<file path="src/rtl/panda_pkg.sv">
// Shared types for the panda RV32 front end: opcodes, operand/result selectors
// and the decoded instruction packet handed from decode to execute.
package panda_pkg;

   typedef enum logic [6:0] {
      OPCODE_LOAD     = 7'h03,
      OPCODE_MISC_MEM = 7'h0f,
      OPCODE_OP_IMM   = 7'h13,
      OPCODE_AUIPC    = 7'h17,
      OPCODE_STORE    = 7'h23,
      OPCODE_OP       = 7'h33,
      OPCODE_LUI      = 7'h37,
      OPCODE_BRANCH   = 7'h63,
      OPCODE_JALR     = 7'h67,
      OPCODE_JAL      = 7'h6f,
      OPCODE_SYSTEM   = 7'h73
   } opcode_e;

   typedef enum logic [3:0] {
      ALU_ADD, ALU_SUB, ALU_XOR, ALU_OR, ALU_AND, ALU_SLL, ALU_SRL, ALU_SRA,
      ALU_SLT, ALU_SLTU, ALU_EQ, ALU_NE, ALU_LT, ALU_GE, ALU_LTU, ALU_GEU
   } alu_op_e;

   typedef enum logic [1:0] {
      OP_A_RS1,
      OP_A_PC,
      OP_A_ZERO
   } op_a_sel_e;

   typedef enum logic {
      OP_B_RS2,
      OP_B_IMM
   } op_b_sel_e;

   typedef enum logic [1:0] {
      RD_DATA_ALU,
      RD_DATA_LSU,
      RD_DATA_PC4,
      RD_DATA_MD
   } rd_data_sel_e;

   // Encoding follows funct3 so the decoder can cast it directly.
   typedef enum logic [2:0] {
      MD_MUL, MD_MULH, MD_MULHSU, MD_MULHU, MD_DIV, MD_DIVU, MD_REM, MD_REMU
   } md_operator_e;

   localparam logic [31:0] INSTR_ECALL  = 32'h0000_0073;
   localparam logic [31:0] INSTR_EBREAK = 32'h0010_0073;

   typedef struct packed {
      logic [4:0]   rs1;
      logic [4:0]   rs2;
      logic [4:0]   rd;
      logic         rd_we;
      op_a_sel_e    op_a_sel;
      op_b_sel_e    op_b_sel;
      rd_data_sel_e rd_data_sel;
      alu_op_e      alu_operator;
      logic         md_en;
      md_operator_e md_operator;
      logic         lsu_load;
      logic         lsu_store;
      logic [1:0]   lsu_width;
      logic         lsu_unsigned;
      logic         branch;
      logic         jump;
      logic         fence;
      logic         ecall;
      logic         ebreak;
      logic [31:0]  imm;
      logic [31:0]  pc;
      logic         illegal;
   } decoded_instr_t;

   localparam int DEC_W = $bits(decoded_instr_t);

   // Register/immediate arithmetic op; alt selects SUB/SRA.
   function automatic alu_op_e alu_op_from_funct3(input logic [2:0] funct3, input logic alt);
      alu_op_e op;
      case (funct3)
         3'd0:    op = alt ? ALU_SUB : ALU_ADD;
         3'd1:    op = ALU_SLL;
         3'd2:    op = ALU_SLT;
         3'd3:    op = ALU_SLTU;
         3'd4:    op = ALU_XOR;
         3'd5:    op = alt ? ALU_SRA : ALU_SRL;
         3'd6:    op = ALU_OR;
         default: op = ALU_AND;
      endcase
      return op;
   endfunction

   function automatic alu_op_e branch_op_from_funct3(input logic [2:0] funct3);
      alu_op_e op;
      case (funct3)
         3'd0:    op = ALU_EQ;
         3'd1:    op = ALU_NE;
         3'd4:    op = ALU_LT;
         3'd5:    op = ALU_GE;
         3'd6:    op = ALU_LTU;
         default: op = ALU_GEU;
      endcase
      return op;
   endfunction

endpackage

</file>
<file path="src/rtl/panda_decoder_core.sv">
// Purely combinational RV32I(+E/M) instruction decoder producing one
// decoded_instr_t per instruction word, with illegal-instruction detection.
module panda_decoder_core
   import panda_pkg::*;
#(
   parameter bit RV32E     = 1'b0,
   parameter bit RV32M     = 1'b0,
   parameter bit SYSTEM_EN = 1'b1
) (
   input  logic [31:0]      instr_i,
   input  logic [31:0]      pc_i,
   output logic [DEC_W-1:0] dec_o
);

   logic [2:0]     funct3;
   logic [6:0]     funct7;
   logic [31:0]    imm_i, imm_s, imm_b, imm_u, imm_j;
   decoded_instr_t raw;
   decoded_instr_t fin;
   logic           legal_op;
   logic           use_rs1, use_rs2, use_rd;
   logic [4:0]     reg_field [3];
   logic [2:0]     reg_used;
   logic [2:0]     reg_bad;
   logic           rv32e_violation;
   logic           illegal;

   assign funct3 = instr_i[14:12];
   assign funct7 = instr_i[31:25];

   assign imm_i = {{20{instr_i[31]}}, instr_i[31:20]};
   assign imm_s = {{20{instr_i[31]}}, instr_i[31:25], instr_i[11:7]};
   assign imm_b = {{19{instr_i[31]}}, instr_i[31], instr_i[7], instr_i[30:25], instr_i[11:8], 1'b0};
   assign imm_u = {instr_i[31:12], 12'h000};
   assign imm_j = {{11{instr_i[31]}}, instr_i[31], instr_i[19:12], instr_i[20], instr_i[30:21], 1'b0};

   always_comb begin
      raw              = '0;
      raw.rs1          = instr_i[19:15];
      raw.rs2          = instr_i[24:20];
      raw.rd           = instr_i[11:7];
      raw.pc           = pc_i;
      raw.alu_operator = ALU_ADD;
      raw.op_a_sel     = OP_A_RS1;
      raw.op_b_sel     = OP_B_RS2;
      raw.rd_data_sel  = RD_DATA_ALU;
      raw.md_operator  = MD_MUL;
      legal_op         = 1'b0;
      use_rs1          = 1'b0;
      use_rs2          = 1'b0;
      use_rd           = 1'b0;

      case (instr_i[6:0])
         OPCODE_LUI: begin
            legal_op      = 1'b1;
            use_rd        = 1'b1;
            raw.rd_we     = 1'b1;
            raw.op_a_sel  = OP_A_ZERO;
            raw.op_b_sel  = OP_B_IMM;
            raw.imm       = imm_u;
         end
         OPCODE_AUIPC: begin
            legal_op      = 1'b1;
            use_rd        = 1'b1;
            raw.rd_we     = 1'b1;
            raw.op_a_sel  = OP_A_PC;
            raw.op_b_sel  = OP_B_IMM;
            raw.imm       = imm_u;
         end
         OPCODE_JAL: begin
            legal_op        = 1'b1;
            use_rd          = 1'b1;
            raw.rd_we       = 1'b1;
            raw.jump        = 1'b1;
            raw.op_a_sel    = OP_A_PC;
            raw.op_b_sel    = OP_B_IMM;
            raw.rd_data_sel = RD_DATA_PC4;
            raw.imm         = imm_j;
         end
         OPCODE_JALR: begin
            legal_op        = (funct3 == 3'd0);
            use_rs1         = 1'b1;
            use_rd          = 1'b1;
            raw.rd_we       = 1'b1;
            raw.jump        = 1'b1;
            raw.op_b_sel    = OP_B_IMM;
            raw.rd_data_sel = RD_DATA_PC4;
            raw.imm         = imm_i;
         end
         OPCODE_BRANCH: begin
            legal_op         = (funct3 != 3'd2) && (funct3 != 3'd3);
            use_rs1          = 1'b1;
            use_rs2          = 1'b1;
            raw.branch       = 1'b1;
            raw.alu_operator = branch_op_from_funct3(funct3);
            raw.imm          = imm_b;
         end
         OPCODE_LOAD: begin
            legal_op         = (funct3 != 3'd3) && (funct3 != 3'd6) && (funct3 != 3'd7);
            use_rs1          = 1'b1;
            use_rd           = 1'b1;
            raw.rd_we        = 1'b1;
            raw.lsu_load     = 1'b1;
            raw.lsu_width    = funct3[1:0];
            raw.lsu_unsigned = funct3[2];
            raw.op_b_sel     = OP_B_IMM;
            raw.rd_data_sel  = RD_DATA_LSU;
            raw.imm          = imm_i;
         end
         OPCODE_STORE: begin
            legal_op      = (funct3 < 3'd3);
            use_rs1       = 1'b1;
            use_rs2       = 1'b1;
            raw.lsu_store = 1'b1;
            raw.lsu_width = funct3[1:0];
            raw.op_b_sel  = OP_B_IMM;
            raw.imm       = imm_s;
         end
         OPCODE_OP_IMM: begin
            // Only shifts carry a funct7; elsewhere those bits are immediate.
            unique case (funct3)
               3'd1:    legal_op = (funct7 == 7'h00);
               3'd5:    legal_op = (funct7 == 7'h00) || (funct7 == 7'h20);
               default: legal_op = 1'b1;
            endcase
            use_rs1          = 1'b1;
            use_rd           = 1'b1;
            raw.rd_we        = 1'b1;
            raw.op_b_sel     = OP_B_IMM;
            raw.alu_operator = alu_op_from_funct3(funct3, (funct3 == 3'd5) && funct7[5]);
            raw.imm          = imm_i;
         end
         OPCODE_OP: begin
            use_rs1   = 1'b1;
            use_rs2   = 1'b1;
            use_rd    = 1'b1;
            raw.rd_we = 1'b1;
            if (funct7 == 7'h00) begin
               legal_op         = 1'b1;
               raw.alu_operator = alu_op_from_funct3(funct3, 1'b0);
            end else if (funct7 == 7'h20) begin
               legal_op         = (funct3 == 3'd0) || (funct3 == 3'd5);
               raw.alu_operator = alu_op_from_funct3(funct3, 1'b1);
            end else if (RV32M && funct7 == 7'h01) begin
               legal_op        = 1'b1;
               raw.md_en       = 1'b1;
               raw.md_operator = md_operator_e'(funct3);
               raw.rd_data_sel = RD_DATA_MD;
            end
         end
         OPCODE_MISC_MEM: begin
            if (SYSTEM_EN && funct3 == 3'd0) begin
               legal_op  = 1'b1;
               raw.fence = 1'b1;
            end
         end
         OPCODE_SYSTEM: begin
            if (SYSTEM_EN) begin
               raw.ecall  = (instr_i == INSTR_ECALL);
               raw.ebreak = (instr_i == INSTR_EBREAK);
               legal_op   = raw.ecall || raw.ebreak;
            end
         end
         default: legal_op = 1'b0;
      endcase
   end

   // Only register fields the format actually uses are checked against x15.
   assign reg_field[0] = instr_i[19:15];
   assign reg_field[1] = instr_i[24:20];
   assign reg_field[2] = instr_i[11:7];
   assign reg_used     = {use_rd, use_rs2, use_rs1};

   for (genvar gi = 0; gi < 3; gi++) begin : g_reg_chk
      assign reg_bad[gi] = reg_used[gi] & reg_field[gi][4];
   end

   assign rv32e_violation = RV32E && (|reg_bad);
   assign illegal         = !legal_op || (instr_i[1:0] != 2'b11) || rv32e_violation;

   always_comb begin
      fin         = raw;
      fin.illegal = illegal;
      if (illegal) begin
         fin.rd_we     = 1'b0;
         fin.lsu_load  = 1'b0;
         fin.lsu_store = 1'b0;
         fin.branch    = 1'b0;
         fin.jump      = 1'b0;
         fin.md_en     = 1'b0;
      end
      if (raw.rd == 5'd0) begin
         fin.rd_we = 1'b0;
      end
   end

   assign dec_o = fin;

endmodule

</file>
<file path="src/rtl/panda_decoder_stage.sv">
// Registered decode stage: decodes {instr, pc} into a main register M backed by
// a skid register S, so instr_ready_o is a flop with no path from dec_ready_i.
module panda_decoder_stage
   import panda_pkg::*;
#(
   parameter bit RV32E     = 1'b0,
   parameter bit RV32M     = 1'b0,
   parameter bit SYSTEM_EN = 1'b1
) (
   input  logic             clk_i,
   input  logic             rst_i,
   input  logic             flush_i,
   input  logic             instr_valid_i,
   output logic             instr_ready_o,
   input  logic [31:0]      instr_i,
   input  logic [31:0]      pc_i,
   output logic             dec_valid_o,
   input  logic             dec_ready_i,
   output logic [DEC_W-1:0] dec_o
);

   logic [DEC_W-1:0] decoded;
   logic             in_fire, out_fire, m_free;

   logic             m_valid_reg, m_valid_next;
   logic [DEC_W-1:0] m_data_reg, m_data_next;
   logic             s_valid_reg, s_valid_next;
   logic [DEC_W-1:0] s_data_reg, s_data_next;
   logic             ready_reg, ready_next;

   panda_decoder_core #(
      .RV32E     (RV32E),
      .RV32M     (RV32M),
      .SYSTEM_EN (SYSTEM_EN)
   ) u_core (
      .instr_i (instr_i),
      .pc_i    (pc_i),
      .dec_o   (decoded)
   );

   assign in_fire  = instr_valid_i & ready_reg;
   assign out_fire = m_valid_reg & dec_ready_i;
   assign m_free   = !m_valid_reg | out_fire;

   always_comb begin
      m_valid_next = m_valid_reg;
      m_data_next  = m_data_reg;
      s_valid_next = s_valid_reg;
      s_data_next  = s_data_reg;

      if (flush_i) begin
         m_valid_next = 1'b0;
         s_valid_next = 1'b0;
      end else if (m_free) begin
         // ready is low while S is full, so S and a new input never collide.
         if (s_valid_reg) begin
            m_valid_next = 1'b1;
            m_data_next  = s_data_reg;
            s_valid_next = 1'b0;
         end else if (in_fire) begin
            m_valid_next = 1'b1;
            m_data_next  = decoded;
         end else begin
            m_valid_next = 1'b0;
         end
      end else if (in_fire) begin
         s_valid_next = 1'b1;
         s_data_next  = decoded;
      end

      ready_next = !s_valid_next;
   end

   always_ff @(posedge clk_i) begin
      if (rst_i) begin
         m_valid_reg <= 1'b0;
         m_data_reg  <= '0;
         s_valid_reg <= 1'b0;
         s_data_reg  <= '0;
         ready_reg   <= 1'b1;
      end else begin
         m_valid_reg <= m_valid_next;
         m_data_reg  <= m_data_next;
         s_valid_reg <= s_valid_next;
         s_data_reg  <= s_data_next;
         ready_reg   <= ready_next;
      end
   end

   assign instr_ready_o = ready_reg;
   assign dec_valid_o   = m_valid_reg;
   assign dec_o         = m_data_reg;

endmodule

</file>
<file path="config.mk">
export PLATFORM = sky130hd
export DESIGN_NAME = panda_decoder_stage
export DESIGN_NICKNAME = d
export VERILOG_FILES = /design/src/rtl/panda_pkg.sv /design/src/rtl/panda_decoder_core.sv /design/src/rtl/panda_decoder_stage.sv
export SDC_FILE = /design/constraint.sdc
export NUM_CORES = 1
export LEC_CHECK = 0
export ABC_AREA = 1
export ABC_CLOCK_PERIOD_IN_PS = 4100
export BUFFER_PORTS_ARGS = -buffer_cell sky130_fd_sc_hd__clkbuf_2
export CAP_MARGIN = 30
export CORE_MARGIN = 2
export CORE_UTILIZATION = 58
export CTS_BUF_LIST = sky130_fd_sc_hd__clkbuf_4 sky130_fd_sc_hd__clkbuf_8
export CTS_CLUSTER_SIZE = 14
export DETAILED_ROUTE_END_ITERATION = 10
export GPL_TIMING_DRIVEN = 0
export PLACE_DENSITY = 0.84
export SYNTH_ARGS = -nofsm -noshare
export SYNTH_HDL_FRONTEND = slang
export SYNTH_SLANG_ARGS = --single-unit
</file>
<file path="constraint.sdc">
create_clock -name clk_i -period 4.1 [get_ports clk_i]
set_clock_uncertainty 0.1 [all_clocks]
set_input_delay 0.82 -clock clk_i [delete_from_list [all_inputs] [get_ports clk_i]]
set_output_delay 0.82 -clock clk_i [all_outputs]
set_load 0.01 [all_outputs]
</file>
# == Yosys cells after proc, flatten, opt, wreduce, memory -nomap -nowiden ==
# Cells that the tools add are included.
# word_totals
output_inout_bits,106
in_bits,69
register_bits,207
word_cells,100
# op_classes
n_eq_ne,25
n_reduce_logical,26
n_lt_le_gt_ge,1
n_bitwise,5
muxes,38
# op_table
operator,count
two-way mux 104 bit,2
case mux 32 bit (5 select lines),1
case mux 4 bit (7 select lines),3
equality test 32 x 21 -> 1 bit (second input constant),1
equality test 32 x 7 -> 1 bit (second input constant),1
equality test 7 x 6 -> 1 bit (second input constant),4
equality test 7 bit (second input constant),4
two-way mux 1 bit,20
case mux 3 bit (5 select lines),1
equality test 7 x 5 -> 1 bit (second input constant),2
OR reduction 7 bit,2
case mux 4 bit (3 select lines),1
OR reduction 2 bit,5
equality test 3 bit (second input constant),3
case mux 1 bit (9 select lines),1
two-way mux 2 bit,4
two-way mux 4 bit,2
case mux 2 bit (2 select lines),2
equality test 7 x 2 -> 1 bit (second input constant),1
equality test 7 x 4 -> 1 bit (second input constant),1
logical NOT 7 bit,1
equality test 3 x 2 -> 1 bit (second input constant),2
inequality test 3 x 2 -> 1 bit (second input constant),2
inequality test 3 bit (second input constant),2
15 further kinds,27

# == Depth between registers and ports, before layout ==
# Gate-level depths: netlist of run 1.
# logic_depth
ltp_word,11
mapped_depth,13

# == Cells and area by module ==
# A second synthesis of run 1 with hierarchy kept.
# hier_totals
hier_cells,1856
area_unflattened_um2,11342.1
# by_module_without_submodules
module,area_per_inst_um2,n_inst,seq_area_each_um2,cells_per_inst
panda_decoder_stage,9903.2,1,4224.1,1587
panda_decoder_core,1438.9,1,0.0,269

# == Worst setup path before layout of run 1 ==
# OpenSTA, ideal clock, no wires.
# synth_timing
kind,input-to-reg
startpoint,in instr_i[1]
endpoint,reg s_data_reg[58]
t_arrival_ns,1.970
t_required_ns,3.887
stages,10
setup_time_ns,0.113
path_buffers,1
slack_ns,1.917
path_cell_list,nand2_1 nor2_2 nand2_1 nor3b_4 nand4_2 nand2_1 buf_4 nand2_1 o21ai_1 inv_1
# synth_between
elab_chain_cells,3
# synth_rtl
element,line_no,rtl
start: declaration,panda_decoder_stage.sv:15,"input logic [31:0] instr_i,"
equality test 7 bit (tied with other cells),panda_decoder_core.sv:53,case (instr_i[6:0])
OR reduction 3 bit (no line) / OR reduction 2 bit (equally long branches),-,
case mux 32 bit (5 select lines) *,panda_decoder_core.sv:53,
end signal: assignment,panda_decoder_stage.sv:85,s_data_reg <= s_data_next;
end: declaration,panda_decoder_stage.sv:28,"logic [DEC_W-1:0] s_data_reg, s_data_next;"
# Every way passes the cells marked *; elsewhere a longest branch is shown, timed or not.
# A chain may end at the register's enable or synchronous reset.

# == Final worst setup path of run 1 ==
# layout_timing
startpoint,in instr_valid_i
endpoint,reg m_data_reg[82] (netlist: dec_o[82])
# layout_between
elab_chain_cells,3
# layout_rtl
element,line_no,rtl
start: declaration,panda_decoder_stage.sv:13,"input logic instr_valid_i,"
bitwise AND 1 bit,panda_decoder_stage.sv:41,assign in_fire = instr_valid_i & ready_reg;
nonzero test 2 bit (no line),-,
AND reduction 3 bit (no line),-,
end signal: assignment,panda_decoder_stage.sv:83,m_data_reg <= m_data_next;
end: declaration,panda_decoder_stage.sv:26,"logic [DEC_W-1:0] m_data_reg, m_data_next;"
# No other way between the ends.

==> key figures, run 1 <==
STA
  – Max Freq: about 0.38 GHz
  – Slew headroom: 0.419
  – Endpoints failing hold: 0
  – Final min period: approximately 2.6 ns
  – Fin Hold WS: around 0.36 ns
  – Setup TNS Final: 0 ns
  – Slew Limit Fails: 0
  – RSZ-0062 raised after global routing: no
  – Period utilisation layout: 0.636
  – Worst Tran Pin Value: 0.872 ns
  – # setup viols final: 0

Critical path
  – Req. time, crit path: 4.44 ns
  – Most Frequent Cell on Critical Path: clkbuf_1
  – CP startpoint kind: input port
  – Worst-path cell chain: clkbuf_2, nand2_1, inv_1, nor2_1, nor3_2, clkbuf_1, clkbuf_1, o21ai_0, a21oi_1
  – CP peak stage delay: roughly 0.7 ns
  – CP Capture Type: flip-flop
  – Critical path type: input port to flip-flop
  – Worst EP arrival: between 2 and 3 ns
  – CP max FO: 10
  – Cell at the slowest stage of the critical path: clkbuf_1

Global route
  – First-pass GRT wire length: between 40 and 50 mm
  – GRT Overall Usage: 0.330
  – Largest net degree at the start of global routing: 11
  – Initial antenna violation count: 0
  – Vias in the first global route: slightly below 9k
  – Total grt overflow: 0

Clocking
  – Clock sink total: slightly above 200
  – H-tree depth: 2
  – CTS tree: yes
  – Hold buffer count at cts: 0
  – Clk slew on worst S/H paths: 0.05 ns
  – Worst-Skew Late Latency: around 0.53 ns
  – Root Buffer: clkbuf_8
  – Num CTS Buffers: 34
  – Clock buffer depth: 3
  – Post-CTS Setup Bufs: 0
  – Post-cts resize count: 0

Finish
  – Final Cell Area: 0.0105 mm2
  – FILL cells: 1,226
  – Area growth from synthesis to layout: 20.0%
  – Most frequent cells in the layout: 236 x nand2_1, 203 x dfxtp_1, 197 x o21ai_0
  – Most common cell after layout, fill and taps aside: nand2_1
  – Share of cells above drive strength 1: 0.169
  – Fin nets: ~1.5k
  – Final core utilization: 0.716
  – Ant diodes: 0

Place
  – RD Place Congestion: 1.00
  – Area after DPL: approximately 0.0098 mm2
  – # port buffers: 168
  – DPL Wire Length: ~19 mm

Die
  – Chip Height: around 130 um
  – Initial core utilization: 0.596
  – # IOs: around 180
  – Row count: 44
  – Die X-Extent: approximately 130 um
  – Core Region: ~0.015 mm2
  – Die ar.: about 0.016 mm2

Power
  – Pwr dens: 409 mW/mm2
  – VDD IR max: around 0.25 mV
  – Leak: 4.98 nW

Logic synthesis
  – Async S/R FF share, synth: 0
  – Mapped Avg Cell Area: approximately 7 um2
  – Yosys cell types: 29
  – Sequential cell area fraction in the yosys report: 0.465
  – Number of synthesized flops with an enable pin: 0
  – Synthesized area: just under 0.009 mm2
  – Synth warn: 0
  – Seq cells post-synth: approximately 200
  – Post-synth top flop: dfxtp_1
  – Post-Syn Instances: ~1.3k

Drt
  – Uppermost layer routed: met4
  – ANT nets after route: 0
  – Initial DRC Count: roughly 870
  – Routed WL per cell: approximately 16 um
  – WL final: ~27 mm
  – Post-route DRC: 0
  – DR vias/cell: roughly 5.7
  – Via count: between 9k and 10k
  – Drt pass-1 iters: 6
  – Met3 Routed Length: 2.89 mm
  – Met2 WL: 12.2 mm
  – WL met1: roughly 11 mm

Job
  – Max Cap Viol: 0

Worst hold path
  – Hold Path Class: flip-flop to flip-flop

Outcome
  – Status: finished, final reports clean
power by group:
part           switching, mW  internal, mW  total, mW  leakage, nW
clock                  0.792         0.992       1.78        0.353
sequential            0.0380          2.05       2.09         1.65
combinational          0.274         0.145      0.419         2.97
Yosys cell counts (2+ instances only):
cell	instances	share of area
a21oi_1	140	0.080
a31oi_1	47	0.034
buf_1	7	0.0030
buf_2	8	0.0046
buf_4	6	0.0052
clkbuf_1	74	0.032
dfxtp_1	203	0.47
inv_1	91	0.039
inv_2	4	0.0017
nand2_1	236	0.10
nand2_2	3	0.0021
nand3_1	23	0.013
nor2_1	179	0.077
nor2_2	2	0.0014
nor3_1	6	0.0034
o21ai_0	197	0.11
o21ai_1	13	0.0075
o22ai_1	6	0.0043
routing by layer:
layer	vias to the layer above	track usage
met5	-	0
met3	81	0.0852
met1	4312	0.426
li1	4543	-
met2	535	0.524
met4	0	0.150
per-stage QoR:
stage | total power, mW | setup slack, ns | cells
detailed placement | 2.53 | 1.19 | 1611
CTS | 4.29 | 1.63 | 1665
floorplan | 2.35 | 1.92 | 1259
global placement | 2.52 | 1.18 | 1611
finish | 4.29 | 1.49 | 1665
global route | 4.43 | 1.45 | 1665
cells by family after synthesis:
| kind of cell | count (synthesis) | share of synthesized area |
|---|---|---|
| AND/OR/NAND/NOR | 454 | 0.205 |
| AO/OA/AOI/OAI | 408 | 0.244 |
| buffers and inverters | 190 | 0.0854 |
| flip-flops | 203 | 0.465 |
| other | 1 | 0.000430 |
path summary, 6_finish.rpt:
kind                                    start        end  slack (ns)  depth (start not counted)
worst max-delay path            instr_valid_i  dec_o[82]        1.49                          9
worst min-delay path                dec_o[73]  dec_o[73]        0.36                          2
worst max register to register  instr_ready_o  dec_o[82]        1.53                          8
worst min register to register      dec_o[73]  dec_o[73]        0.36                          2
worst max-delay path: cells and delay by family:
| family | cells | cell delay (ns) |
|---|---|---|
| AOI/OAI and AO/OA | 2 | 0.36 |
| buffers and inverters | 4 | 1.33 |
| and+or+nand+nor | 3 | 0.44 |
layout make-up:
cell class | instances | area (um2) | area share
plain buffers | 95 | 389 | 0.0371
clock inverters | 5 | 31.3 | 0.00298
clock buffers | 49 | 637 | 0.0608
inverters | 95 | 357 | 0.0340
well taps | 184 | 230 | 0.0220
repair buffers | 168 | 841 | 0.0802
multi-input cells | 866 | 3930 | 0.375
flip-flops and latches | 203 | 4060 | 0.388
Power figures use the tool's default switching activity.
==> inputs of run 2 (changes only) <==
--- a/config.mk
+++ b/config.mk
@@ -6,16 +6,16 @@
 export NUM_CORES = 1
 export LEC_CHECK = 0
 export ABC_AREA = 1
-export ABC_CLOCK_PERIOD_IN_PS = 4100
+export ABC_CLOCK_PERIOD_IN_PS = 2100
 export BUFFER_PORTS_ARGS = -buffer_cell sky130_fd_sc_hd__clkbuf_2
 export CAP_MARGIN = 30
 export CORE_MARGIN = 2
-export CORE_UTILIZATION = 58
+export CORE_UTILIZATION = 51
 export CTS_BUF_LIST = sky130_fd_sc_hd__clkbuf_4 sky130_fd_sc_hd__clkbuf_8
 export CTS_CLUSTER_SIZE = 14
 export DETAILED_ROUTE_END_ITERATION = 10
 export GPL_TIMING_DRIVEN = 0
-export PLACE_DENSITY = 0.84
+export PLACE_DENSITY = 0.78
 export SYNTH_ARGS = -nofsm -noshare
 export SYNTH_HDL_FRONTEND = slang
 export SYNTH_SLANG_ARGS = --single-unit
==> constraint.sdc (replaced) <==
create_clock -name clk_i -period 2.1 [get_ports clk_i]
set_clock_uncertainty 0.1 [all_clocks]
set_input_delay 0.42 -clock clk_i [delete_from_list [all_inputs] [get_ports clk_i]]
set_output_delay 0.42 -clock clk_i [all_outputs]
set_load 0.01 [all_outputs]
==> run 2 against run 1 <==
Net effect:
- first-iteration DRC count decreased by 2.5%
- sequential share of layout area decreased by 0.49 points
- clock power increased by 100%
- critical path type is now flip-flop to flip-flop
- non-clock buffer count unchanged
- core utilization decreased by 7.8 points
- die area increased by 13%
- worst hold slack got worse by 0.32 ns
- via count decreased by 0.89%
- combinational power increased by 97%
==> key figures, run 2 (synthesized netlist as in run 1, its figures left out) <==
Outcome
  – Status: finished, final reports clean

Critical path
  – Worst EP arrival: 2.35 ns
  – Reg2Reg Launch Point: instr_ready_o
  – CP Capture Type: flip-flop
  – CP max FO: 10
  – Crit. Startpoint: instr_ready_o
  – Req. time, crit path: 2.44 ns
  – Critical path type: flip-flop to flip-flop
  – CP startpoint kind: flip-flop

STA
  – Worst Tran Pin Value: approximately 0.80 ns
  – RSZ-0062 raised after global routing: yes
  – # setup viols final: 0
  – Slack of the critical path: between 0.09 and 0.1 ns
  – Final min period: between 2 and 2.5 ns
  – Slew Limit Fails: 0
  – Max Freq: 0.498 GHz
  – Period utilisation layout: 0.957
  – Endpoints failing hold: 0
  – Slew headroom: 0.465

Place
  – RD Place Congestion: just over 0.9
  – Pre-CTS WS: -0.383 ns
  – DPL Wire Length: 19.6 mm
  – # port buffers: around 170
  – # placed instances: between 1.5k and 2k

Die
  – Die X-Extent: about 130 um
  – Die ar.: approximately 0.018 mm2
  – Core Region: about 0.017 mm2
  – Initial core utilization: 0.525
  – # IOs: about 180
  – Row count: 47
  – Chip Height: about 130 um

Clocking
  – Clock buffer depth: 3
  – Clk slew on worst S/H paths: ~0.060 ns
  – Clock sink total: approximately 200
  – Hold buffer count at cts: 0
  – Num CTS Buffers: 35
  – Worst-Skew Late Latency: roughly 0.52 ns
  – CTS tree: yes
  – H-tree depth: 2
  – Root Buffer: clkbuf_8

Global route
  – Met1 Use GR: 0.405
  – Met2 usage: 0.467
  – GRT Max-Usage Layer: met2
  – Initial antenna violation count: 0
  – Total grt overflow: 0
  – Largest net degree at the start of global routing: 11
  – Met3 Use GR: 0.0518
  – First-pass GRT wire length: about 43 mm
  – GRT Overall Usage: 0.297
  – Vias in the first global route: 8,469

Power
  – Comb pwr share: 0.097
  – Seq pwr share: 0.479
  – Cell-internal power: 6.32 mW
  – Psw: 2.18 mW
  – Pwr dens: roughly 800 mW/mm2
  – VDD IR max: 0.464 mV
  – Leak: 5.08 nW
  – Sw Ratio: 0.257
  – Clk network pwr share: 0.424

Finish
  – Layout Cells excl Fill: roughly 1.7k
  – Ant diodes: 0
  – Final core utilization: 0.638
  – Most frequent cells in the layout: 235 x nand2_1, 203 x dfxtp_1, 197 x o21ai_0
  – Share of cells above drive strength 1: 0.187
  – Area growth from synthesis to layout: 21.6%
  – Fin nets: between 1.5k and 2k
  – Most common cell after layout, fill and taps aside: nand2_1

Drt
  – ANT nets after route: 0
  – Routed WL per cell: between 15 and 20 um
  – Initial DRC Count: between 800 and 900
  – DR vias/cell: about 5.5
  – WL final: between 20 and 30 mm
  – Via count: approximately 9.4k
  – Post-route DRC: 0
  – Drt pass-1 iters: 6

Worst hold path
  – Hold Path Class: input port to flip-flop
  – Hold path startpoint: pc_i[1]

Job
  – Max Cap Viol: 0
## run 2: cell types whose count changed in the layout (fill, tap and decap cells not counted), sizes merged
cell and delta:
clkbuf +4, clkinv -2, inv +1, buf +1
## run 2: layout make-up
class                      instances  area (um2)
inverter                          95         357
fill                            1525        6030
timing repair buffer             168         841
sequential                       203        4060
multi-input combinational        866        3950
clock inverter                     4        26.3
buffer                            95         428
clock buffer                      54         674
tap                              220         275
## run 2: repair_timing
item,4_1_cts,5_1_grt
pin swaps,0,0
buffers inserted,0,0
gates resized for setup,9,41
hold endpoints to repair,0,0
setup endpoints to repair,157,179
## run 2: worst max-delay path, stage by stage (launching register included)
cell	delay, ns
dfxtp_1	0.31
nand2_1	0.05
inv_1	0.08
nor2_1	0.31
nor3_4	0.09
inv_2	0.18
clkbuf_1	0.47
a21oi_1	0.18
a21oi_1	0.17
## run 2: per-layer routing
layer | vias up | wire length [um]
met3 | 73 | 2630
met1 | 4307 | 11800
met4 | 0 | 985
met2 | 476 | 12200
met5 | - | 0
li1 | 4531 | -
## run 2: path summary, 6_finish.rpt
kind | to | slack, ns | depth (start not counted)
setup / recovery | dec_o[72] | 0.09 | 8
hold / removal | s_data_reg[2] | 0.04 | 3
setup reg to reg | dec_o[72] | 0.09 | 8
hold reg to reg | dec_o[69] | 0.36 | 2
## run 2: stage by stage
stage	setup TNS (ns)	hold slack [ns]	instance area, um2	total power, mW
after floorplan	0	0.347	8740	4.59
final	0	0.0385	10600	8.51
after global routing	-0.478	0.0328	10600	8.81
after global placement	-43.52	0.357	9860	4.94
after detailed placement	-45.93	0.359	9860	4.95
after CTS	0	0.0263	10600	8.51
## run 2: power by group through the flow
stage               clock network, mW  registers, mW  logic [mW]
finish                           3.61           4.07       0.825
global route                     3.83           4.08       0.906
CTS                              3.63           4.07       0.806
detailed placement                  0           4.15       0.797
global placement                    0           4.15       0.790
floorplan                           0           4.20       0.390
==> inputs of run 3 (changes only) <==
--- a/config.mk
+++ b/config.mk
@@ -9,13 +9,15 @@
 export ABC_CLOCK_PERIOD_IN_PS = 2100
 export BUFFER_PORTS_ARGS = -buffer_cell sky130_fd_sc_hd__clkbuf_2
 export CAP_MARGIN = 30
+export CELL_PAD_IN_SITES_DETAIL_PLACEMENT = 0
+export CELL_PAD_IN_SITES_GLOBAL_PLACEMENT = 2
 export CORE_MARGIN = 2
-export CORE_UTILIZATION = 51
+export CORE_UTILIZATION = 28
 export CTS_BUF_LIST = sky130_fd_sc_hd__clkbuf_4 sky130_fd_sc_hd__clkbuf_8
 export CTS_CLUSTER_SIZE = 14
 export DETAILED_ROUTE_END_ITERATION = 10
 export GPL_TIMING_DRIVEN = 0
-export PLACE_DENSITY = 0.78
+export PLACE_DENSITY_LB_ADDON = 0.1
 export SYNTH_ARGS = -nofsm -noshare
 export SYNTH_HDL_FRONTEND = slang
 export SYNTH_SLANG_ARGS = --single-unit
==> run 3 against run 2 <==
Net effect:
- sequential power hardly changed
- sequential cell count stayed put
- cell count is 11% higher
- critical endpoint is now dec_o[81]
- total power is 6.2% higher
- core utilization is 28 points lower
- worst hold slack worse by 0.0058 ns
- critical path depth stayed put
- worst setup slack better by 0.055 ns
- via count is 4.0% lower
- count of clock-buffer cells in the layout is 10 higher
- clock power is 14% higher
==> key figures, run 3 (synthesized netlist as in run 1, its figures left out) <==
Global route
  – First-pass GRT wire length: 52.9 mm
  – Initial antenna violation count: 1
  – Met1 Use GR: 0.275
  – GRT Max-Usage Layer: met2
  – GRT Overall Usage: 0.206
  – Met3 Use GR: 0.0372
  – Largest net degree at the start of global routing: 20
  – Vias in the first global route: 8,983
  – Total grt overflow: 0
  – Met2 usage: 0.340

Finish
  – Ant diodes: 0
  – Most common cell after layout, fill and taps aside: nand2_1
  – Share of cells above drive strength 1: 0.192
  – Fin nets: 1,542
  – Most frequent cells in the layout: 235 x nand2_1, 203 x dfxtp_1, 197 x o21ai_0
  – Area growth from synthesis to layout: 26.0%
  – Final core utilization: 0.359

STA
  – RSZ-0062 raised after global routing: yes
  – Endpoints failing hold: 0
  – Slew Limit Fails: 0
  – Max Freq: between 0.5 and 0.6 GHz
  – Period utilisation layout: 0.930
  – Setup TNS Final: 0 ns
  – Worst Tran Pin Value: between 0.8 and 0.9 ns
  – # setup viols final: 0
  – Slew headroom: 0.425
  – Final min period: slightly below 2 ns

Critical path
  – Cells on worst reg2reg path: 8
  – Reg2Reg Launch Point: instr_ready_o
  – R2r setup slk: 0.15 ns
  – CP startpoint kind: flip-flop
  – Critical path type: flip-flop to flip-flop
  – CP max FO: 10
  – Req. time, crit path: 2.46 ns
  – CP endpoint: dec_o[81]
  – Crit. Startpoint: instr_ready_o
  – CP Capture Type: flip-flop
  – Worst EP arrival: 2.31 ns
  – Worst r2r dst: dec_o[81]

Place
  – RD Place Congestion: roughly 0.83
  – DPL Wire Length: between 20 and 25 mm
  – # port buffers: 168

Clocking
  – CTS tree: yes
  – Root Buffer: clkbuf_8
  – H-tree depth: 2
  – Worst-Skew Late Latency: 0.54 ns
  – Clock buffer depth: 3
  – Clk slew on worst S/H paths: ~0.060 ns
  – Clock sink total: about 200
  – Num CTS Buffers: 40

Drt
  – Via count: ~9k
  – ANT nets after route: 0
  – Post-route DRC: 0
  – Routed WL per cell: ~18 um
  – DR vias/cell: roughly 4.8
  – WL final: 34.0 mm
  – Drt pass-1 iters: 4
  – Initial DRC Count: between 400 and 500

Worst hold path
  – Hold Path Class: input port to flip-flop

Die
  – Row count: 64
  – Core Region: between 0.03 and 0.04 mm2
  – Chip Height: ~180 um
  – # IOs: around 180
  – Die ar.: around 0.033 mm2
  – Die X-Extent: roughly 180 um
  – Initial core utilization: 0.285

Outcome
  – Status: finished, final reports clean

Job
  – Max Cap Viol: 0

Power
  – VDD IR max: 0.399 mV
  – Leak: between 5 and 6 nW
  – Pwr dens: between 800 and 900 mW/mm2
==> run 3: cell types whose count changed in the layout (fill, tap and decap cells not counted), moves of 2 or more <==
cell | previous run | this run
clkbuf_8 | 43 | 49
clkbuf_4 | 14 | 19
dlygate4sd3_1 | 0 | 5
buf_6 | 0 | 3
buf_4 | 8 | 6
clkbuf_1 | 53 | 51
==> run 3: worst min path at each step <==
stage	slack [ns]	from	endpoint	depth (start not counted)
2_1_floorplan	0.35	s_data_reg[100]	dec_o[100]	2
3_3_place_gp	0.36	dec_o[68]	dec_o[68]	2
3_5_place_dp	0.36	dec_o[68]	dec_o[68]	2
4_1_cts	0.01	pc_i[9]	dec_o[10]	3
5_1_grt	0.03	pc_i[4]	s_data_reg[5]	3
6_report	0.03	pc_i[4]	s_data_reg[5]	3
==> run 3: critical path, stage by stage, from the launching register on <==
cell	delay (ns)
dfxtp_1	0.31
nand2_1	0.05
inv_1	0.07
nor2_1	0.20
nor3_2	0.10
inv_2	0.20
clkbuf_1	0.56
a21oi_1	0.11
a21oi_1	0.18
==> run 3: repair_timing <==
| action | CTS | global route |
|---|---|---|
| hold buffers | 5 | 0 |
| gates cloned | 0 | 0 |
| resized for setup | 21 | 28 |
| hold endpoints to repair | 5 | 0 |
| buffers inserted | 0 | 0 |
| pin swaps | 0 | 1 |
| endpoints found under the setup margin | 179 | 145 |
==> run 3: metrics by stage <==
step / setup slack (ns) / area, um2 / total power [mW] / hold WS (ns) / std cells
after floorplan: 0.317 / 8740 / 4.59 / 0.347 / 1259
after global placement: -0.639 / 10100 / 5.01 / 0.359 / 1823
after detailed placement: -0.668 / 10100 / 5.01 / 0.359 / 1823
after CTS: 0.000409 / 11000 / 9.17 / 0.0123 / 1893
after global routing: 0.00176 / 11000 / 9.46 / 0.0344 / 1893
final: 0.146 / 11000 / 9.04 / 0.0327 / 1893
==> run 3: layer usage <==
metal	up-vias	part of all wire	wire [um]
li1	4569	-	-
met1	4178	0.48	16300
met2	212	0.45	15400
met4	0	0.023	795
met3	48	0.043	1470
met5	-	0	0
==> run 3: power breakdown <==
part           internal, mW  switching [mW]
clock network          2.35            1.76
registers              4.00          0.0755
logic                 0.295           0.559
==> run 3: cell type report <==
type | count | area (um2)
well taps | 396 | 495
clock inverters | 2 | 13.8
clock buffers | 64 | 787
flip-flops and latches | 203 | 4060
plain buffers | 94 | 443
multi-input cells | 866 | 3950
fillers | 3439 | 19700
repair buffers | 173 | 891
inverters | 95 | 357
